==> src/rtl/mips_muldiv_seq_pkg.sv <==
// Shared op codes, FSM states and iteration constants for the multiply/divide sequencer.
package muldiv_pkg;

    localparam logic [2:0] OP_MULT  = 3'd0;
    localparam logic [2:0] OP_MULTU = 3'd1;
    localparam logic [2:0] OP_DIV   = 3'd2;
    localparam logic [2:0] OP_DIVU  = 3'd3;
    localparam logic [2:0] OP_MTHI  = 3'd4;
    localparam logic [2:0] OP_MTLO  = 3'd5;

    localparam logic [4:0] ITER_LAST = 5'd31;

    typedef enum logic [1:0] {
        IDLE,
        CALC,
        FIX
    } state_t;

endpackage

==> src/rtl/mips_muldiv_seq_hl_reg.sv <==
// 32-bit HI/LO storage register with synchronous reset and write enable.
module hl_reg (
    input  logic        clk,
    input  logic        reset,
    input  logic        enable,
    input  logic [31:0] d,
    output logic [31:0] q
);

    always_ff @(posedge clk) begin
        if (reset) begin
            q <= '0;
        end else if (enable) begin
            q <= d;
        end
    end

endmodule

==> src/rtl/mips_muldiv_seq.sv <==
// Iterative 32-step multiply/divide sequencer owning the CPU's HI/LO pair.
module mips_muldiv_seq
    import muldiv_pkg::*;
#(
    parameter int unsigned ITER = 32
) (
    input  logic        clk,
    input  logic        reset,
    input  logic        clk_enable,
    input  logic        start,
    input  logic [2:0]  op,
    input  logic [31:0] op_a,
    input  logic [31:0] op_b,
    output logic        busy,
    output logic        done,
    output logic [31:0] hi,
    output logic [31:0] lo
);

    localparam logic [4:0] CNT_LOAD = (ITER == 32) ? ITER_LAST : 5'(ITER - 1);

    state_t      state;
    logic [4:0]  cnt;
    logic        is_div;
    logic        sign_a;
    logic        sign_b;
    logic        div0;
    logic [31:0] a_reg;
    logic [31:0] b_reg;
    logic [31:0] rem;
    logic [31:0] orig_a;
    logic [63:0] acc;

    logic        is_arith;
    logic        is_signed;
    logic        neg_a;
    logic        neg_b;
    logic [32:0] sum33;
    logic [32:0] sh;
    logic [31:0] diff;
    logic        qbit;
    logic [63:0] prod;
    logic [31:0] quo_fix;
    logic [31:0] rem_fix;
    logic [31:0] hi_fix;
    logic [31:0] lo_fix;
    logic [31:0] hi_d;
    logic [31:0] lo_d;
    logic        hi_en;
    logic        lo_en;

    assign busy      = (state != IDLE);
    assign is_arith  = (op == OP_MULT) || (op == OP_MULTU) || (op == OP_DIV) || (op == OP_DIVU);
    assign is_signed = (op == OP_MULT) || (op == OP_DIV);
    assign neg_a     = is_signed & op_a[31];
    assign neg_b     = is_signed & op_b[31];

    always_comb begin
        sum33 = {1'b0, acc[63:32]} + {1'b0, (b_reg[0] ? a_reg : 32'd0)};
        sh    = {rem, a_reg[31]};
        qbit  = (sh >= {1'b0, b_reg});
        // When qbit is set the true difference fits in 32 bits, so the low word suffices.
        diff  = sh[31:0] - b_reg;
    end

    always_comb begin
        prod    = (sign_a ^ sign_b) ? -acc : acc;
        quo_fix = (sign_a ^ sign_b) ? -a_reg : a_reg;
        rem_fix = sign_a ? -rem : rem;
        if (!is_div) begin
            hi_fix = prod[63:32];
            lo_fix = prod[31:0];
        end else if (div0) begin
            hi_fix = orig_a;
            lo_fix = '1;
        end else begin
            hi_fix = rem_fix;
            lo_fix = quo_fix;
        end
    end

    always_comb begin
        hi_d  = (state == FIX) ? hi_fix : op_a;
        lo_d  = (state == FIX) ? lo_fix : op_a;
        hi_en = clk_enable & ((state == FIX) | ((state == IDLE) & start & (op == OP_MTHI)));
        lo_en = clk_enable & ((state == FIX) | ((state == IDLE) & start & (op == OP_MTLO)));
    end

    always_ff @(posedge clk) begin
        if (reset) begin
            state  <= IDLE;
            cnt    <= '0;
            done   <= 1'b0;
            is_div <= 1'b0;
            sign_a <= 1'b0;
            sign_b <= 1'b0;
            div0   <= 1'b0;
            a_reg  <= '0;
            b_reg  <= '0;
            rem    <= '0;
            orig_a <= '0;
            acc    <= '0;
        end else if (clk_enable) begin
            done <= 1'b0;
            case (state)
                IDLE: begin
                    if (start && is_arith) begin
                        is_div <= op[1];
                        sign_a <= neg_a;
                        sign_b <= neg_b;
                        a_reg  <= neg_a ? -op_a : op_a;
                        b_reg  <= neg_b ? -op_b : op_b;
                        orig_a <= op_a;
                        div0   <= (op_b == 32'd0);
                        acc    <= '0;
                        rem    <= '0;
                        cnt    <= CNT_LOAD;
                        state  <= CALC;
                    end
                end
                CALC: begin
                    if (is_div) begin
                        rem   <= qbit ? diff : sh[31:0];
                        a_reg <= {a_reg[30:0], qbit};
                    end else begin
                        acc   <= {sum33, acc[31:1]};
                        b_reg <= {1'b0, b_reg[31:1]};
                    end
                    cnt <= cnt - 5'd1;
                    if (cnt == 5'd0) begin
                        state <= FIX;
                    end
                end
                FIX: begin
                    done  <= 1'b1;
                    state <= IDLE;
                end
                default: state <= IDLE;
            endcase
        end
    end

    hl_reg u_hi (
        .clk    (clk),
        .reset  (reset),
        .enable (hi_en),
        .d      (hi_d),
        .q      (hi)
    );

    hl_reg u_lo (
        .clk    (clk),
        .reset  (reset),
        .enable (lo_en),
        .d      (lo_d),
        .q      (lo)
    );

endmodule

==> config.mk <==
export PLATFORM = sky130hd
export DESIGN_NAME = mips_muldiv_seq
export DESIGN_NICKNAME = d
export VERILOG_FILES = /design/src/rtl/mips_muldiv_seq_pkg.sv /design/src/rtl/mips_muldiv_seq_hl_reg.sv /design/src/rtl/mips_muldiv_seq.sv
export SDC_FILE = /design/constraint.sdc
export NUM_CORES = 1
export LEC_CHECK = 0
export CAP_MARGIN = 20
export CORE_AREA = 2 2 174 176
export DETAILED_ROUTE_END_ITERATION = 7
export DIE_AREA = 0 0 176 178
export GPL_TIMING_DRIVEN = 0
export MAX_ROUTING_LAYER = met4
export PLACE_DENSITY_LB_ADDON = 0.25
export SLEW_MARGIN = 20
export SYNTH_ARGS = -nofsm -noshare
export SYNTH_HDL_FRONTEND = slang
export SYNTH_HIERARCHICAL = 1
export SYNTH_SLANG_ARGS = --single-unit
==> constraint.sdc <==
create_clock -name clk -period 8.41 [get_ports clk]
set_input_delay 1.682 -clock clk [delete_from_list [all_inputs] [get_ports clk]]
set_output_delay 1.682 -clock clk [all_outputs]
set_load 0.05 [all_outputs]
==> results of run 1 <==
## metal layers
layer | GRT usage [%] | vias to the layer above
met2 | 74.6 | 1431
met5 | - | -
met3 | 9.74 | 468
met1 | 52.9 | 9612
met4 | 36.0 | 0
li1 | - | 9258
## tightest hold or removal path: cells and delay by family (launching register included)
family          cells  cell delay (ns)
simple gates        1             0.05
flops               1             0.31
compound gates      1             0.05
## cells in the mapped netlist, drive strengths merged, types with 6 or more instances
library cell / number
nand2: 265
mux2i: 98
dfxtp: 268
nand3: 45
a22o: 16
nand4: 12
o211ai: 12
o21a: 9
nand2b: 12
o31ai: 29
clkbuf: 140
nor2b: 15
nor3: 41
a32oi: 9
a21oi: 216
nor2: 336
buf: 19
inv: 80
xnor2: 137
or2: 6
nor4: 28
a22oi: 46
xor2: 98
o41ai: 20
a211oi: 51
o21ai: 159
ha: 72
or4: 25
a21o: 30
a311oi: 10
a31oi: 26
and2: 42
o22ai: 26
o21bai: 8
o221ai: 19
or3: 17
## worst min path at each step
stage / end / cells after the start / slack (ns) / from
finish: orig_a[5]$_SDFFE_PP0P_ / 2 / 0.46 / orig_a[5]$_SDFFE_PP0P_
global route: orig_a[11]$_SDFFE_PP0P_ / 2 / 0.48 / orig_a[11]$_SDFFE_PP0P_
CTS: orig_a[5]$_SDFFE_PP0P_ / 2 / 0.46 / orig_a[5]$_SDFFE_PP0P_
detailed placement: orig_a[5]$_SDFFE_PP0P_ / 2 / 0.45 / orig_a[5]$_SDFFE_PP0P_
global placement: orig_a[31]$_SDFFE_PP0P_ / 2 / 0.44 / orig_a[31]$_SDFFE_PP0P_
floorplan: orig_a[15]$_SDFFE_PP0P_ / 2 / 0.43 / orig_a[15]$_SDFFE_PP0P_
## where the power goes
part,total (mW),internal (mW),switching [mW]
Clock,1.31,0.729,0.577
Sequential,1.35,1.31,0.0438
Combinational,0.822,0.293,0.529
Total,3.48,2.33,1.15
## kinds of logic after synthesis
kind of cell	count (synthesis)	share of synthesized area, %
AND/OR/NAND/NOR	872	21.3
AO/OA/AOI/OAI	712	23.7
flip-flops	268	28.2
buffers and inverters	240	5.64
XOR/XNOR	235	10.8
multiplexers	102	5.40
adder cells (fa/ha/maj)	74	4.95
## final cells by class
type | instances | area [um2] | area share (%)
plain buffers | 159 | 767 | 3.52
multi-input cells | 1995 | 12600 | 57.6
inverters | 81 | 304 | 1.40
well taps | 390 | 488 | 2.24
repair buffers | 135 | 1350 | 6.20
flip-flops and latches | 268 | 5370 | 24.6
clock inverters | 18 | 161 | 0.741
diodes | 4 | 10.0 | 0.0459
clock buffers | 35 | 788 | 3.62
==> metrics.csv, run 1 <==
metric,value,unit
WP depth,14,
Lkg Pwr,8.51,nW
Worst Path Required,8.87,ns
fin crit share,59.5,%
largest net degree at the start of global routing,15,
final wirelength,74200,um
vias per cell,6.73,
most frequent cells in the layout,"nor2_1 (334), dfxtp_1 (268), nand2_1 (265)",
main flop type after synthesis,dfxtp_1,
PostCTS Resize Cnt,0,
kind of critical path,flip-flop to flip-flop,
top routing layer in use,met4,
"leading cell type in the layout, fill and taps excluded",nor2_1,
family with the most delay on the worst path,compound AO/OA/AOI/OAI gates,
Die Y,178,um
initial antenna violation count,4,
CP endpoint,acc[61]$_SDFFE_PP0P_,
Final min period,5.00,ns
"most used cell, CP",a21oi_1,
Worst slew margin,15.9,%
fraction of layout cells with a size suffix above 1,3.98,%
CTS Buf Count,29,
RSZ-0062 raised after global routing,false,
WL met2,32600,um
die width,176,um
Syn Nets,2648,
Worst R2R Start,b_reg[0]$_SDFFE_PP0P_,
setup slack at placement,3.38,ns
setup violators final,0,
YS warnings,6,
Critical path origin,b_reg[0]$_SDFFE_PP0P_,
status,completed,
gr ovfl total,0,
Initial DRC Count,2742,
r2r endpoint,acc[61]$_SDFFE_PP0P_,
largest stage delay on the critical path,1.02,ns
peak supply drop,142,uV
clk_skew,0.0129,ns
R2R depth,14,
r2r setup slk,3.41,ns
Crit Path Max Fanout,10,
global-route wire length before repair,111000,um
asr flop ratio synth,0,%
dpl cells,3028,
P&R area growth vs syn,14.7,%
Post-synth EDFFs,0,
"area leader, netlist",dfxtp_1,
synthesized cell area,0.0190,mm2
Post-CTS Hold Buffers,0,
Tightest Pin Transition,1.26,ns
1st-pass router iterations,6,
post-synth cell types,80,
crit path cell chain,clkbuf_1 -> and2_1 -> ha_1 -> inv_1 -> fa_1 -> nand2b_1 -> a21oi_1 -> o22ai_1 -> o41ai_1 -> a31o_2 -> a31oi_1 -> a21oi_1 -> xor2_1 -> a22o_1,
Max-cap violations,0,
Largest Register,acc,
setup ws final,3.41,ns
Setup TNS,0,ns
placer congestion estimate,1.07,
total I/O pin count,137,
pins over their slew limit,0,
CP endpoint kind,flip-flop,
Nets,2814,
CTS Sinks,268,
Max Freq,200,MHz
drt drc,0,
PD cells,160,mW/mm2
hold slack,0.463,ns
Pwr Total,3.48,mW
post-route insts no fill,3085,
register area share after synthesis,28.2,%
H-tree depth,1,
ANT nets after route,0,
post-CTS setup buffer count,0,
top cell type's share of synthesized area,28.2,%
path category of the worst min-delay check,flip-flop to flip-flop,
top post-synthesis cells by area,"dfxtp_1 (28%), nor2_1 (6.6%), xnor2_1 (6.3%), a21oi_1 (5.7%), nand2_1 (5.2%)",
core area,0.0294,mm2
Max Buffers Root-to-Sink,3,
slowest library cell on the worst path,o41ai_1,
post-route cell area,0.0218,mm2
Filler cells,2266,
overall global routing resource usage,47.3,%
Bufs and invs on worst path,2,
via count,20800,
Worst setup SP type,flip-flop,
vias in the first global route,19400,
synthesized area per cell,7.59,um2
row cnt,63,
CP arrival,5.46,ns
Root Buffer,clkbuf_16,
post-synthesis register bit count,268,
max FFs per register,64,
DP Wirelength,57700,um
Initial Util,64.6,%
Placement Cell Area,0.0208,mm2
met3 wire len,8140,um
DIE AREA,0.0313,mm2
DR WL/cell,24.1,um
CTS tree,done,
IO Port Bufs,135,
WL met1,26400,um
Final Util,74.1,%
Gate Count Post-Synth,2503,
clk_lat worst skew,0.57,ns
final hold violations,0,
"CTS clk-pin slew, worst paths",0.06,ns
(Power assumes the default switching activity.)
==> run 2, diff against run 1 <==
--- a/config.mk
+++ b/config.mk
@@ -6,9 +6,9 @@
 export NUM_CORES = 1
 export LEC_CHECK = 0
 export CAP_MARGIN = 20
-export CORE_AREA = 2 2 174 176
+export CORE_AREA = 2 2 189 191
 export DETAILED_ROUTE_END_ITERATION = 7
-export DIE_AREA = 0 0 176 178
+export DIE_AREA = 0 0 191 193
 export GPL_TIMING_DRIVEN = 0
 export MAX_ROUTING_LAYER = met4
 export PLACE_DENSITY_LB_ADDON = 0.25
==> constraint.sdc (replaced) <==
create_clock -name clk -period 4.3 [get_ports clk]
set_input_delay 0.86 -clock clk [delete_from_list [all_inputs] [get_ports clk]]
set_output_delay 0.86 -clock clk [all_outputs]
set_load 0.05 [all_outputs]
==> run 2 against run 1 <==
  * Design area is 0.76% higher
  * Count of clock-buffer cells in the layout unchanged
  * The run now ends with DRC left
  * Sequential share of layout area fell by 0.18 points
  * Critical path type unchanged
  * Clock power is 100% higher
==> metrics.csv, run 2 (same netlist as run 1, synthesis figures left out) <==
metric,value,unit
status,"complete, but fails checks",
CP endpoint kind,flip-flop,
Root Buffer,clkbuf_16,
Worst setup SP type,flip-flop,
power share of the combinational group,23.1,%
core area,0.0350,mm2
Max Freq,243,MHz
post-route insts no fill,3157,
IO Port Bufs,135,
"leading cell type in the layout, fill and taps excluded",nor2_1,
dpl cells,3099,
placer congestion estimate,1.09,
Initial DRC Count,2297,
PostCTS Resize Cnt,2,
Int Pwr,4.63,mW
Max-cap violations,0,
drt drc,1,
RSZ-0062 raised after global routing,false,
"CTS clk-pin slew, worst paths",0.06,ns
Setup TNS,0,ns
initial antenna violation count,1,
Crit Path Max Fanout,10,
setup violators final,0,
fraction of layout cells with a size suffix above 1,4.27,%
global-route wire length before repair,109000,um
H-tree depth,1,
final hold violations,0,
Worst slew margin,21.9,%
row cnt,69,
DIE AREA,0.0369,mm2
vias in the first global route,18900,
fin crit share,95.8,%
peak supply drop,331,uV
gr ovfl total,0,
max FFs per register,64,
register area,0.00537,mm2
Filler cells,3183,
Lkg Pwr,8.59,nW
overall global routing resource usage,40.1,%
most frequent cells in the layout,"nor2_1 (335), dfxtp_1 (267), nand2_1 (265)",
total I/O pin count,137,
area of the multi-input gates,0.0126,mm2
1st-pass router iterations,8,
via count,19900,
Initial Util,54.3,%
DP Wirelength,58000,um
pins over their slew limit,0,
final wirelength,73300,um
crit path cell chain,clkbuf_2 -> and2_1 -> ha_1 -> inv_1 -> fa_1 -> nand2b_1 -> a21oi_1 -> o22ai_1 -> o41ai_4 -> a31o_2 -> a31oi_1 -> a21oi_1 -> xor2_1 -> a22o_1,
R2R depth,14,
slowest library cell on the worst path,dfxtp_2,
vias per cell,6.32,
P_sw,2.27,mW
hold path cells,2,
Nets,2816,
Final min period,4.12,ns
Sw Ratio,32.9,%
Max Buffers Root-to-Sink,3,
Worst Path Required,4.78,ns
Tightest Pin Transition,1.17,ns
Largest Register,acc,
CTS Buf Count,31,
largest stage delay on the critical path,0.61,ns
post-route cell area,0.0220,mm2
Sequential Power Share,38.3,%
Placement Cell Area,0.0209,mm2
failing checks,DRC,
DR WL/cell,23.2,um
CP arrival,4.60,ns
path category of the worst min-delay check,flip-flop to flip-flop,
die width,191,um
post-CTS setup buffer count,0,
CTS Sinks,268,
kind of critical path,flip-flop to flip-flop,
largest net degree at the start of global routing,16,
"most used cell, CP",a21oi_1,
Die Y,193,um
P&R area growth vs syn,15.6,%
CTS tree,done,
clk_skew,0.0173,ns
clk_lat worst skew,0.60,ns
PD cells,315,mW/mm2
ANT nets after route,0,
Post-CTS Hold Buffers,0,
clock network power share,38.5,%
run 2: area by class of cell:
type | count | share of cell area (%)
tap | 461 | 2.63
inverter | 81 | 1.38
buffer | 159 | 3.50
multi-input combinational | 1995 | 57.3
clock inverter | 22 | 0.866
sequential | 268 | 24.4
clock buffer | 35 | 3.74
antenna | 1 | 0.0114
timing repair buffer | 135 | 6.15
run 2: metal layers:
metal | GRT usage [%] | wire length, um | vias up
met5 | - | 0 | -
met4 | 26.8 | 5570 | 0
met3 | 6.39 | 6360 | 327
met2 | 65.6 | 33900 | 1020
met1 | 45.6 | 27500 | 9331
li1 | - | - | 9266
run 2: worst max-delay path: cells and delay by family, from the launching register on:
family,cells,cell delay (ns)
flip-flops,1,0.61
XOR/XNOR,1,0.08
adder cells (fa/ha/maj),2,0.57
buffers and inverters,2,0.38
AND/OR/NAND/NOR,2,0.32
AO/OA/AOI/OAI,7,2.04
run 2: final timing paths:
kind / from / end / slack, ns
max: b_reg[0]$_SDFFE_PP0P_ / acc[61]$_SDFFE_PP0P_ / 0.18
min: orig_a[10]$_SDFFE_PP0P_ / orig_a[10]$_SDFFE_PP0P_ / 0.46
max reg2reg: b_reg[0]$_SDFFE_PP0P_ / acc[61]$_SDFFE_PP0P_ / 0.18
min reg2reg: orig_a[10]$_SDFFE_PP0P_ / orig_a[10]$_SDFFE_PP0P_ / 0.46
run 2: stage by stage:
step / util (%) / hold slack (ns) / worst slack [ns] / power (mW)
finish: 62.8 / 0.456 / 0.181 / 6.91
global route: 62.8 / 0.470 / 0.0810 / 7.13
CTS: 62.8 / 0.455 / 0.0289 / 6.87
detailed placement: 59.8 / 0.446 / -0.561 / 4.25
global placement: 59.8 / 0.437 / -0.526 / 4.23
floorplan: - / 0.431 / 0.907 / 3.71
run 2: power groups by stage:
stage / registers, mW / logic, mW / clock network (mW)
finish: 2.65 / 1.60 / 2.66
floorplan: 2.75 / 0.965 / 0
CTS: 2.64 / 1.56 / 2.67
global placement: 2.69 / 1.53 / 0
detailed placement: 2.70 / 1.55 / 0
global route: 2.65 / 1.70 / 2.78
